<file path="src/rtl/alu_pkg.sv">
// Shared constants for the ALU result collector: unit tags, frame header base
// and serializer state encodings.
package alu_pkg;

  localparam logic [1:0] TAG_ARITH = 2'b00;
  localparam logic [1:0] TAG_LOGIC = 2'b01;
  localparam logic [1:0] TAG_CMP   = 2'b10;
  localparam logic [1:0] TAG_SHIFT = 2'b11;

  localparam logic [7:0] HDR_BASE = 8'hA0;

  typedef enum logic [1:0] {
    ST_IDLE = 2'd0,
    ST_HDR  = 2'd1,
    ST_DATA = 2'd2
  } state_e;

  function automatic logic [7:0] hdr_byte(input logic [1:0] tag);
    return HDR_BASE | {6'b0, tag};
  endfunction

endpackage

</file>
<file path="src/rtl/alu_result_tx_if.sv">
// ALU result inputs plus the byte-stream handshake toward the transmit path.
// master = result producers / byte consumer, slave = the collector.
interface alu_result_tx_if #(
  parameter int width = 16
);
  logic [width-1:0] Arith_OUT;
  logic             Arith_Flag;
  logic [width-1:0] Logic_OUT;
  logic             Logic_Flag;
  logic [width-1:0] CMP_OUT;
  logic             CMP_Flag;
  logic [width-1:0] Shift_OUT;
  logic             Shift_Flag;
  logic             TX_READY;
  logic [7:0]       TX_DATA;
  logic             TX_VALID;
  logic             Busy;
  logic             Overflow_Flag;
  logic             Conflict_Flag;

  modport master (
    output Arith_OUT, Arith_Flag, Logic_OUT, Logic_Flag,
    output CMP_OUT, CMP_Flag, Shift_OUT, Shift_Flag, TX_READY,
    input  TX_DATA, TX_VALID, Busy, Overflow_Flag, Conflict_Flag
  );

  modport slave (
    input  Arith_OUT, Arith_Flag, Logic_OUT, Logic_Flag,
    input  CMP_OUT, CMP_Flag, Shift_OUT, Shift_Flag, TX_READY,
    output TX_DATA, TX_VALID, Busy, Overflow_Flag, Conflict_Flag
  );
endinterface

</file>
<file path="src/rtl/alu_result_fifo.sv">
// Synchronous FIFO with full/empty/count. A push while full is accepted only
// when a pop happens in the same cycle; the head is read combinationally.
module alu_result_fifo #(
  parameter int DW    = 18,
  parameter int Depth = 4
) (
  input  logic                       clk_i,
  input  logic                       rst_i,
  input  logic                       push_i,
  input  logic                       pop_i,
  input  logic [DW-1:0]              wdata_i,
  output logic [DW-1:0]              rdata_o,
  output logic                       full_o,
  output logic                       empty_o,
  output logic [$clog2(Depth):0]     count_o
);
  localparam int AW = $clog2(Depth);
  localparam logic [AW:0] FULL_CNT = (AW+1)'(Depth);

  logic [DW-1:0] mem_q [Depth];
  logic [AW-1:0] wr_ptr_q, wr_ptr_d;
  logic [AW-1:0] rd_ptr_q, rd_ptr_d;
  logic [AW:0]   count_q, count_d;
  logic          push_ok, pop_ok;

  assign full_o  = (count_q == FULL_CNT);
  assign empty_o = (count_q == '0);
  assign count_o = count_q;
  assign rdata_o = mem_q[rd_ptr_q];

  assign pop_ok  = pop_i && !empty_o;
  assign push_ok = push_i && (!full_o || pop_ok);

  always_comb begin
    wr_ptr_d = wr_ptr_q;
    rd_ptr_d = rd_ptr_q;
    count_d  = count_q;
    if (push_ok) wr_ptr_d = wr_ptr_q + 1'b1;
    if (pop_ok)  rd_ptr_d = rd_ptr_q + 1'b1;
    case ({push_ok, pop_ok})
      2'b10:   count_d = count_q + 1'b1;
      2'b01:   count_d = count_q - 1'b1;
      default: count_d = count_q;
    endcase
  end

  always_ff @(posedge clk_i) begin
    if (rst_i) begin
      wr_ptr_q <= '0;
      rd_ptr_q <= '0;
      count_q  <= '0;
    end else begin
      wr_ptr_q <= wr_ptr_d;
      rd_ptr_q <= rd_ptr_d;
      count_q  <= count_d;
    end
  end

  // Storage carries no reset so it maps onto plain RAM.
  always_ff @(posedge clk_i) begin
    if (push_ok) mem_q[wr_ptr_q] <= wdata_i;
  end

endmodule

</file>
<file path="src/rtl/alu_result_tx.sv">
// Collects tagged ALU unit results into a FIFO and serializes each one as a
// header byte plus little-endian data bytes over a valid/ready byte stream.
module alu_result_tx
  import alu_pkg::*;
#(
  parameter int width = 16,
  parameter int Depth = 4
) (
  input logic            CLK,
  input logic            RST,
  alu_result_tx_if.slave bus
);
  localparam int NB   = width / 8;
  localparam int IDXW = (NB > 1) ? $clog2(NB) : 1;
  localparam int DW   = width + 2;
  localparam int CW   = $clog2(Depth) + 1;
  localparam logic [IDXW-1:0] LAST_IDX = IDXW'(NB - 1);

  logic             cap_valid;
  logic [1:0]       cap_tag;
  logic [width-1:0] cap_data;
  logic [2:0]       n_flags;
  logic             multi_flag;

  logic          fifo_pop, fifo_full, fifo_empty;
  logic [DW-1:0] fifo_rdata;
  logic [CW-1:0] fifo_count;

  state_e          state_q, state_d;
  logic [IDXW-1:0] byte_idx_q, byte_idx_d, byte_idx_nxt;
  logic [DW-1:0]   hold_q, hold_d;
  logic [7:0]      tx_data_q, tx_data_d;
  logic            tx_valid_q, tx_valid_d;
  logic            overflow_q, conflict_q;
  logic [7:0]      hold_bytes [NB];

  always_comb begin
    cap_valid = 1'b1;
    cap_tag   = TAG_ARITH;
    cap_data  = bus.Arith_OUT;
    if (bus.Arith_Flag) begin
      cap_tag  = TAG_ARITH;
      cap_data = bus.Arith_OUT;
    end else if (bus.Logic_Flag) begin
      cap_tag  = TAG_LOGIC;
      cap_data = bus.Logic_OUT;
    end else if (bus.CMP_Flag) begin
      cap_tag  = TAG_CMP;
      cap_data = bus.CMP_OUT;
    end else if (bus.Shift_Flag) begin
      cap_tag  = TAG_SHIFT;
      cap_data = bus.Shift_OUT;
    end else begin
      cap_valid = 1'b0;
    end
  end

  assign n_flags = 3'(bus.Arith_Flag) + 3'(bus.Logic_Flag)
                 + 3'(bus.CMP_Flag) + 3'(bus.Shift_Flag);
  assign multi_flag = (n_flags > 3'd1);

  alu_result_fifo #(
    .DW    (DW),
    .Depth (Depth)
  ) u_fifo (
    .clk_i   (CLK),
    .rst_i   (RST),
    .push_i  (cap_valid),
    .pop_i   (fifo_pop),
    .wdata_i ({cap_tag, cap_data}),
    .rdata_o (fifo_rdata),
    .full_o  (fifo_full),
    .empty_o (fifo_empty),
    .count_o (fifo_count)
  );

  genvar gi;
  generate
    for (gi = 0; gi < NB; gi++) begin : g_bytes
      assign hold_bytes[gi] = hold_q[8*gi +: 8];
    end
  endgenerate

  assign byte_idx_nxt = byte_idx_q + 1'b1;

  // Output byte/valid are computed one step ahead so they come straight from flops.
  always_comb begin
    state_d    = state_q;
    byte_idx_d = byte_idx_q;
    hold_d     = hold_q;
    tx_data_d  = tx_data_q;
    tx_valid_d = tx_valid_q;
    fifo_pop   = 1'b0;
    case (state_q)
      ST_IDLE: begin
        if (!fifo_empty) begin
          fifo_pop   = 1'b1;
          hold_d     = fifo_rdata;
          state_d    = ST_HDR;
          tx_valid_d = 1'b1;
          tx_data_d  = hdr_byte(fifo_rdata[width +: 2]);
        end
      end
      ST_HDR: begin
        if (bus.TX_READY) begin
          state_d    = ST_DATA;
          byte_idx_d = '0;
          tx_data_d  = hold_bytes[0];
        end
      end
      ST_DATA: begin
        if (bus.TX_READY) begin
          if (byte_idx_q == LAST_IDX) begin
            state_d    = ST_IDLE;
            byte_idx_d = '0;
            tx_valid_d = 1'b0;
            tx_data_d  = '0;
          end else begin
            byte_idx_d = byte_idx_nxt;
            tx_data_d  = hold_bytes[byte_idx_nxt];
          end
        end
      end
      default: begin
        state_d    = ST_IDLE;
        tx_valid_d = 1'b0;
        tx_data_d  = '0;
      end
    endcase
  end

  always_ff @(posedge CLK) begin
    if (RST) begin
      state_q    <= ST_IDLE;
      byte_idx_q <= '0;
      hold_q     <= '0;
      tx_data_q  <= '0;
      tx_valid_q <= 1'b0;
      overflow_q <= 1'b0;
      conflict_q <= 1'b0;
    end else begin
      state_q    <= state_d;
      byte_idx_q <= byte_idx_d;
      hold_q     <= hold_d;
      tx_data_q  <= tx_data_d;
      tx_valid_q <= tx_valid_d;
      overflow_q <= overflow_q | (cap_valid && fifo_full && !fifo_pop);
      conflict_q <= conflict_q | multi_flag;
    end
  end

  assign bus.TX_DATA       = tx_data_q;
  assign bus.TX_VALID      = tx_valid_q;
  assign bus.Busy          = (state_q != ST_IDLE) || (fifo_count != '0);
  assign bus.Overflow_Flag = overflow_q;
  assign bus.Conflict_Flag = conflict_q;

endmodule

</file>
<file path="src/flat_wrapper.sv">
// flat-port wrapper written by rule: the top's interface ports become plain ports
module alu_result_tx_flat import alu_pkg::*;
#(
  parameter int width = 16,
  parameter int Depth = 4
)
  (CLK, RST, bus_Arith_OUT, bus_Arith_Flag, bus_Logic_OUT, bus_Logic_Flag, bus_CMP_OUT, bus_CMP_Flag, bus_Shift_OUT, bus_Shift_Flag, bus_TX_READY, bus_TX_DATA, bus_TX_VALID, bus_Busy, bus_Overflow_Flag, bus_Conflict_Flag);
  alu_result_tx_if #(.width(width)) bus_i ();
  input logic CLK;
  input logic RST;
  input wire logic [$bits(bus_i.Arith_OUT)-1:0] bus_Arith_OUT;
  input wire logic [$bits(bus_i.Arith_Flag)-1:0] bus_Arith_Flag;
  input wire logic [$bits(bus_i.Logic_OUT)-1:0] bus_Logic_OUT;
  input wire logic [$bits(bus_i.Logic_Flag)-1:0] bus_Logic_Flag;
  input wire logic [$bits(bus_i.CMP_OUT)-1:0] bus_CMP_OUT;
  input wire logic [$bits(bus_i.CMP_Flag)-1:0] bus_CMP_Flag;
  input wire logic [$bits(bus_i.Shift_OUT)-1:0] bus_Shift_OUT;
  input wire logic [$bits(bus_i.Shift_Flag)-1:0] bus_Shift_Flag;
  input wire logic [$bits(bus_i.TX_READY)-1:0] bus_TX_READY;
  output wire logic [$bits(bus_i.TX_DATA)-1:0] bus_TX_DATA;
  output wire logic [$bits(bus_i.TX_VALID)-1:0] bus_TX_VALID;
  output wire logic [$bits(bus_i.Busy)-1:0] bus_Busy;
  output wire logic [$bits(bus_i.Overflow_Flag)-1:0] bus_Overflow_Flag;
  output wire logic [$bits(bus_i.Conflict_Flag)-1:0] bus_Conflict_Flag;
  assign bus_i.Arith_OUT = bus_Arith_OUT;
  assign bus_i.Arith_Flag = bus_Arith_Flag;
  assign bus_i.Logic_OUT = bus_Logic_OUT;
  assign bus_i.Logic_Flag = bus_Logic_Flag;
  assign bus_i.CMP_OUT = bus_CMP_OUT;
  assign bus_i.CMP_Flag = bus_CMP_Flag;
  assign bus_i.Shift_OUT = bus_Shift_OUT;
  assign bus_i.Shift_Flag = bus_Shift_Flag;
  assign bus_i.TX_READY = bus_TX_READY;
  assign bus_TX_DATA = bus_i.TX_DATA;
  assign bus_TX_VALID = bus_i.TX_VALID;
  assign bus_Busy = bus_i.Busy;
  assign bus_Overflow_Flag = bus_i.Overflow_Flag;
  assign bus_Conflict_Flag = bus_i.Conflict_Flag;
  alu_result_tx #(.width(width), .Depth(Depth)) u_core (.CLK(CLK), .RST(RST), .bus(bus_i));
endmodule
</file>
<file path="config.mk">
export PLATFORM = sky130hd
export DESIGN_NAME = alu_result_tx_flat
export DESIGN_NICKNAME = d
export VERILOG_FILES = /design/src/rtl/alu_pkg.sv /design/src/rtl/alu_result_tx_if.sv /design/src/rtl/alu_result_fifo.sv /design/src/rtl/alu_result_tx.sv /design/src/flat_wrapper.sv
export SDC_FILE = /design/constraint.sdc
export NUM_CORES = 1
export LEC_CHECK = 0
export BUFFER_PORTS_ARGS = -buffer_cell sky130_fd_sc_hd__buf_2
export CAP_MARGIN = 20
export CORE_MARGIN = 5
export CORE_UTILIZATION = 48
export CTS_BUF_LIST = sky130_fd_sc_hd__clkbuf_2 sky130_fd_sc_hd__clkbuf_4 sky130_fd_sc_hd__clkbuf_8
export CTS_CLUSTER_DIAMETER = 200
export DETAILED_ROUTE_END_ITERATION = 8
export GPL_TIMING_DRIVEN = 0
export PLACE_DENSITY_LB_ADDON = 0.12
export SETUP_SLACK_MARGIN = 0.15
export SLEW_MARGIN = 20
export SYNTH_ARGS = -nofsm -noshare
export SYNTH_HDL_FRONTEND = slang
export SYNTH_SLANG_ARGS = --single-unit
</file>
<file path="constraint.sdc">
create_clock -name CLK -period 3.8 [get_ports CLK]
set_clock_uncertainty 0.1 [all_clocks]
set_input_delay 0.76 -clock CLK [delete_from_list [all_inputs] [get_ports CLK]]
set_output_delay 0.76 -clock CLK [all_outputs]
set_load 0.005 [all_outputs]
</file>
==> impl_metrics.ini, run 1 <==
[yosys]
syn_area_um2 = 4890
synth_top_area_share_pct = 44.3
avgSynthCellArea_um2 = 12.4
async_reset_ff_share_pct = 0
synth_largest_area_cell = edfxtp_1
synth_edf_count = 72
synth_area_leaders = edfxtp_1, dfxtp_1, mux4_2
synth_fp_nets = 471
synth_seq_area_share_pct = 60.2
ys_types = 47
ys_ff_latch = 111
yosysWarningCount = 0
netlist_instances = 393
synthFlopType = edfxtp_1

[cells_and_area]
nFillCells = 839
antenna_cells = 0
mostFrequentLayoutCells = buf_2, edfxtp_1, nand2_1
regArea_um2 = 2940
final_common_cell = buf_2
multi_input_area_um2 = 1800
final_area_um2 = 5640
nNetsFinal = 562
drive_above_1_share_pct = 28.4
syn_to_final_growth_pct = 15.4
post-route-util_pct = 57.2

[timing]
hold_viol = 0
rsz0062_at_grt = false
tightestPinTransition_ns = 0.931
report.final.slew_viol_count = 0
whs_ns = 0.356
post-route-period-util_pct = 73.8
setup_tns_ns = 0
max_freq_mhz = 357
setup_violations = 0
finalCriticalPeriod_ns = 2.80
slew_headroom_pct = 37.9

[power]
clock_power_share_pct = 19.5
power.switching_mw = 1.12
p_leak_nw = 2.08
irDropWorstVdd_mv = 0.234
share_comb_of_total_power_pct = 31.3
total_power_mw = 3.39
swShare_pct = 33.1
intPower_mw = 2.27
power_frac_seq_pct = 49.3
p_per_area_nw_per_um2 = 601

[clock_tree]
root_buffer = clkbuf_8
htreeDepth = 3
postCtsHoldBufs = 0
cts_num_sinks = 111
cts-resized-gates = 0
cts_tree = yes
clockBufferDepth = 2
postCtsSetupRepairBufs = 0
clk_pin_slew_ns = 0.10
cts_buffers = 9
clk_latency_ns = 0.36

[detailed_routing]
vias = 3315
drt_wl_total_um = 10100
drtIter0Drc = 179
drc = 0
vias_per_cell = 5.33
antenna_left = 0
post_drt_wl_per_cell_um = 16.3
first_pass_iters = 4

[setup_path]
cp.required_ns = 3.93
crit_fanout = 10
crit_arrival_ns = 2.93
reg2reg_from = u_core.state_q[0]
rr_endpoint = u_core.u_fifo.count_o[2]
crit_type = register to register
cp-end-kind = register
r2r_cells = 8
critPathLaunchType = register
r2r_slack_ns = 1.0

[outcome]
outcome = finished, final reports clean

[worst_hold_path]
hold_depth = 2
holdPathEnd = u_core.bus.TX_DATA[5]
hold_start = u_core.bus.TX_DATA[5]
hold_path_class = register to register

[global_routing]
grt_pass1_wl_um = 17000
grt_max_degree = 21
antenna_found_initial = 0
overflow = 0
grt.total_usage_pct = 17.1
grt_pass1_vias = 3473

[floorplanning]
die_area_um2 = 12300
die_h_um = 111
core.rowCount = 36
chipWidth_um = 111
core_area_um2 = 9860
io_pins = 83
initial_core_util_pct = 49.5

[place]
port_buffers = 80
dp_hpwl_um = 7440
place_area_um2 = 5450
place_congestion = 0.848

[run]
maxCapViolCount = 0
==> synth_stat cells, types with 6 or more instances <==
| cell | instances |
|---|---|
| edfxtp_1 | 72 |
| nand2_1 | 64 |
| dfxtp_1 | 39 |
| a21oi_1 | 30 |
| nor2_1 | 20 |
| mux4_2 | 18 |
| o31ai_1 | 18 |
| nor2b_1 | 17 |
| a221oi_1 | 16 |
| clkbuf_1 | 12 |
| buf_2 | 10 |
| o21ai_0 | 8 |
| ha_1 | 6 |
==> critical path, stage by stage (launching register included) <==
cell     delay (ns)
dfxtp_1        0.36
or2_2          0.33
nor2_2         0.35
buf_2          0.29
nand2_1        0.09
fa_1           0.46
or3_1          0.42
a31oi_1        0.20
a21oi_1        0.08
==> power by group through the flow <==
stage	Sequential, mW	Combinational (mW)	Clock, mW
2_1_floorplan	1.66	0.791	0
3_3_place_gp	1.69	1.07	0
3_5_place_dp	1.70	1.08	0
4_1_cts	1.67	1.08	0.678
5_1_grt	1.70	1.20	0.725
6_report	1.67	1.06	0.660
==> registers in the layout (all words and copies together), names as in the netlist, named ones only <==
signal,count
u_core.bus.TX_DATA,8
u_core.hold_q,16
u_core.u_fifo.rd_ptr_q,2
u_core.u_fifo.wr_ptr_q,2
u_core.bus.Conflict_Flag,1
u_core.state_q,2
u_core.byte_idx_q,1
u_core.bus.TX_VALID,1
u_core.bus.Overflow_Flag,1
u_core.u_fifo.count_o,3
u_core.u_fifo.mem_q,72
==> how the worst max path moves through the flow <==
stage,cells after the start,slack [ns],start,endpoint
floorplan,7,1.16,bus_Logic_Flag,u_core.u_fifo.count_o[2]
global placement,5,0.78,bus_Arith_Flag,u_core.u_fifo.mem_q[0][15]
detailed placement,8,0.73,bus_Logic_Flag,u_core.u_fifo.count_o[2]
CTS,8,0.98,u_core.state_q[0],u_core.u_fifo.count_o[2]
global route,8,0.84,u_core.state_q[0],u_core.u_fifo.count_o[2]
finish,8,1.0,u_core.state_q[0],u_core.u_fifo.count_o[2]
==> layer usage <==
layer / vias up / global-route usage [%] / wire [µm]
met1: 1545 / 23.3 / 4750
met3: 14 / 3.77 / 617
met5: - / 0 / 0
met2: 114 / 27.7 / 4590
li1: 1642 / - / -
met4: 0 / 5.25 / 159
==> cells by family after synthesis <==
family | after synthesis | share of synthesized area, %
and+or+nand+nor | 132 | 13.1
DFF | 111 | 60.2
AOI/OAI and AO/OA | 85 | 12.0
buffers and inverters | 32 | 2.87
muxes | 22 | 9.19
adders and majority gates | 7 | 1.95
xor gates and xnor gates | 4 | 0.717
==> final cells by class <==
| class | instances | share of cell area (%) |
|---|---|---|
| multi-input cells | 250 | 32.0 |
| well taps | 133 | 2.95 |
| flip-flops and latches | 111 | 52.2 |
| repair buffers | 80 | 7.10 |
| plain buffers | 26 | 2.09 |
| inverters | 6 | 0.399 |
| clock inverters | 6 | 0.954 |
| clock buffers | 10 | 2.33 |
==> per-stage QoR <==
step / instances / setup slack (ns)
2_1_floorplan: 393 / 1.16
3_3_place_gp: 606 / 0.782
3_5_place_dp: 606 / 0.727
4_1_cts: 622 / 0.980
5_1_grt: 622 / 0.837
6_report: 622 / 0.995
Note: power is estimated with default switching activity, not from simulation.
==> run 2: changes to the inputs <==
Clock period 3.8 ns to 2.9 ns, I/O delays scaled along.
==> run 2 against run 1 <==
Effect of this change: combinational power is 37% higher; setup slack worse by 0.68 ns; die area stayed put; clock power rose by 31%; fmax is 8.3% higher; first-iteration DRC count up 9.5%; clock-buffer cell count did not move; flip-flop and latch count unchanged; total power grew 33%; cell area is 0.53% higher; wire length grew 0.81%; critical endpoint unchanged.
==> impl_metrics.ini, run 2 (synthesis gave the netlist of run 1 again) <==
[clock_tree]
root_buffer = clkbuf_8
postCtsHoldBufs = 0
clk_latency_ns = 0.36
clockBufferDepth = 2
cts_num_sinks = 111
clk_pin_slew_ns = 0.10
cts_tree = yes
htreeDepth = 3
cts_buffers = 9

[global_routing]
grt_max_degree = 21
grt_pass1_wl_um = 17000
overflow = 0
grt_use_met3_pct = 3.77
grt_pass1_vias = 3475
antenna_found_initial = 0
top_usage_layer = met2
use_met2_pct = 27.7
grt.total_usage_pct = 17.1
met1_usage_pct = 23.3

[floorplanning]
io_pins = 83
die_h_um = 111
core_area_um2 = 9860
chipWidth_um = 111
die_area_um2 = 12300
core.rowCount = 36
initial_core_util_pct = 49.5

[place]
port_buffers = 80
place_congestion = 0.848
dp_hpwl_um = 7440
dp_slack_ns = 0.00708

[setup_path]
crit_type = register to register
crit_arrival_ns = 2.72
cp.required_ns = 3.03
cp-end-kind = register
r2r_slack_ns = 0.31
crit_fanout = 10
critPathLaunchType = register

[cells_and_area]
largest_register_ffs = 72
antenna_cells = 0
syn_to_final_growth_pct = 16.0
drive_above_1_share_pct = 28.9
final_common_cell = buf_2
regArea_um2 = 2940
nNetsFinal = 565
nFillCells = 840
mostFrequentLayoutCells = buf_2, edfxtp_1, nand2_1
multi_input_area_um2 = 1810
top_register = u_core.u_fifo.mem_q

[timing]
setup_violations = 0
tightestPinTransition_ns = 0.942
setup_tns_ns = 0
rsz0062_at_grt = false
slew_headroom_pct = 37.2
report.final.slew_viol_count = 0
hold_viol = 0
post-route-period-util_pct = 89.3
finalCriticalPeriod_ns = 2.59
max_freq_mhz = 386
setup_slack_ns = 0.312

[outcome]
outcome = finished, final reports clean

[detailed_routing]
post_drt_wl_per_cell_um = 16.3
antenna_left = 0
drc = 0
drtIter0Drc = 196
drt_wl_total_um = 10200
vias_per_cell = 5.33
first_pass_iters = 4
vias = 3334

[power]
p_leak_nw = 2.10
irDropWorstVdd_mv = 0.308
p_per_area_nw_per_um2 = 795

[worst_hold_path]
hold_path_class = register to register

[run]
maxCapViolCount = 0
-- run 2: final timing paths --
check	cells after the start	end	start
hold / removal	2	u_core.bus.TX_DATA[5]	u_core.bus.TX_DATA[5]
hold reg to reg	2	u_core.bus.TX_DATA[5]	u_core.bus.TX_DATA[5]
setup / recovery	8	u_core.u_fifo.count_o[2]	u_core.state_q[0]
setup reg to reg	8	u_core.u_fifo.count_o[2]	u_core.state_q[0]
-- run 2: critical path: stages (launching register included) --
cell and delay (ns):
dfxtp_1 0.36, or2_2 0.34, nor2_4 0.18, clkbuf_4 0.23, nand2_1 0.09, fa_1 0.46
or3_1 0.42, a31oi_1 0.20, a21oi_1 0.08
-- run 2: stage by stage --
stage | utilization [%] | instance area [µm²] | std cells | power, mW | hold slack [ns]
4_1_cts | 57.2 | 5640 | 622 | 4.51 | 0.361
5_1_grt | 57.5 | 5670 | 625 | 4.81 | 0.380
2_1_floorplan | - | 4890 | 393 | 3.22 | 0.331
3_3_place_gp | 55.3 | 5450 | 606 | 3.61 | 0.331
3_5_place_dp | 55.3 | 5450 | 606 | 3.64 | 0.338
6_report | 57.5 | 5670 | 625 | 4.51 | 0.356
-- run 2: power by group --
group	switching (mW)	internal (mW)	leakage (nW)
Clock	0.528	0.338	0.0928
Sequential	0.145	2.04	0.998
Combinational	0.816	0.634	1.01
-- run 2: what timing repair did --
item,CTS,global route
gates resized for setup,1,1
endpoints found under the setup margin,1,1
setup buffers,0,3
pin swaps,0,1
-- run 2: layout make-up --
cell class,instances,area share [%]
Buffer,26,2.12
Clock buffer,10,2.32
Clock inverter,6,0.949
Inverter,6,0.397
Multi-Input combinational cell,250,31.9
Sequential cell,111,51.9
Tap cell,133,2.94
Timing Repair Buffer,83,7.46
-- run 2: per-layer routing --
metal / share of wire (%) / wire (µm)
met2: 45 / 4620
met1: 47 / 4820
met3: 6.0 / 609
met5: 0 / 0
met4: 1.6 / 159
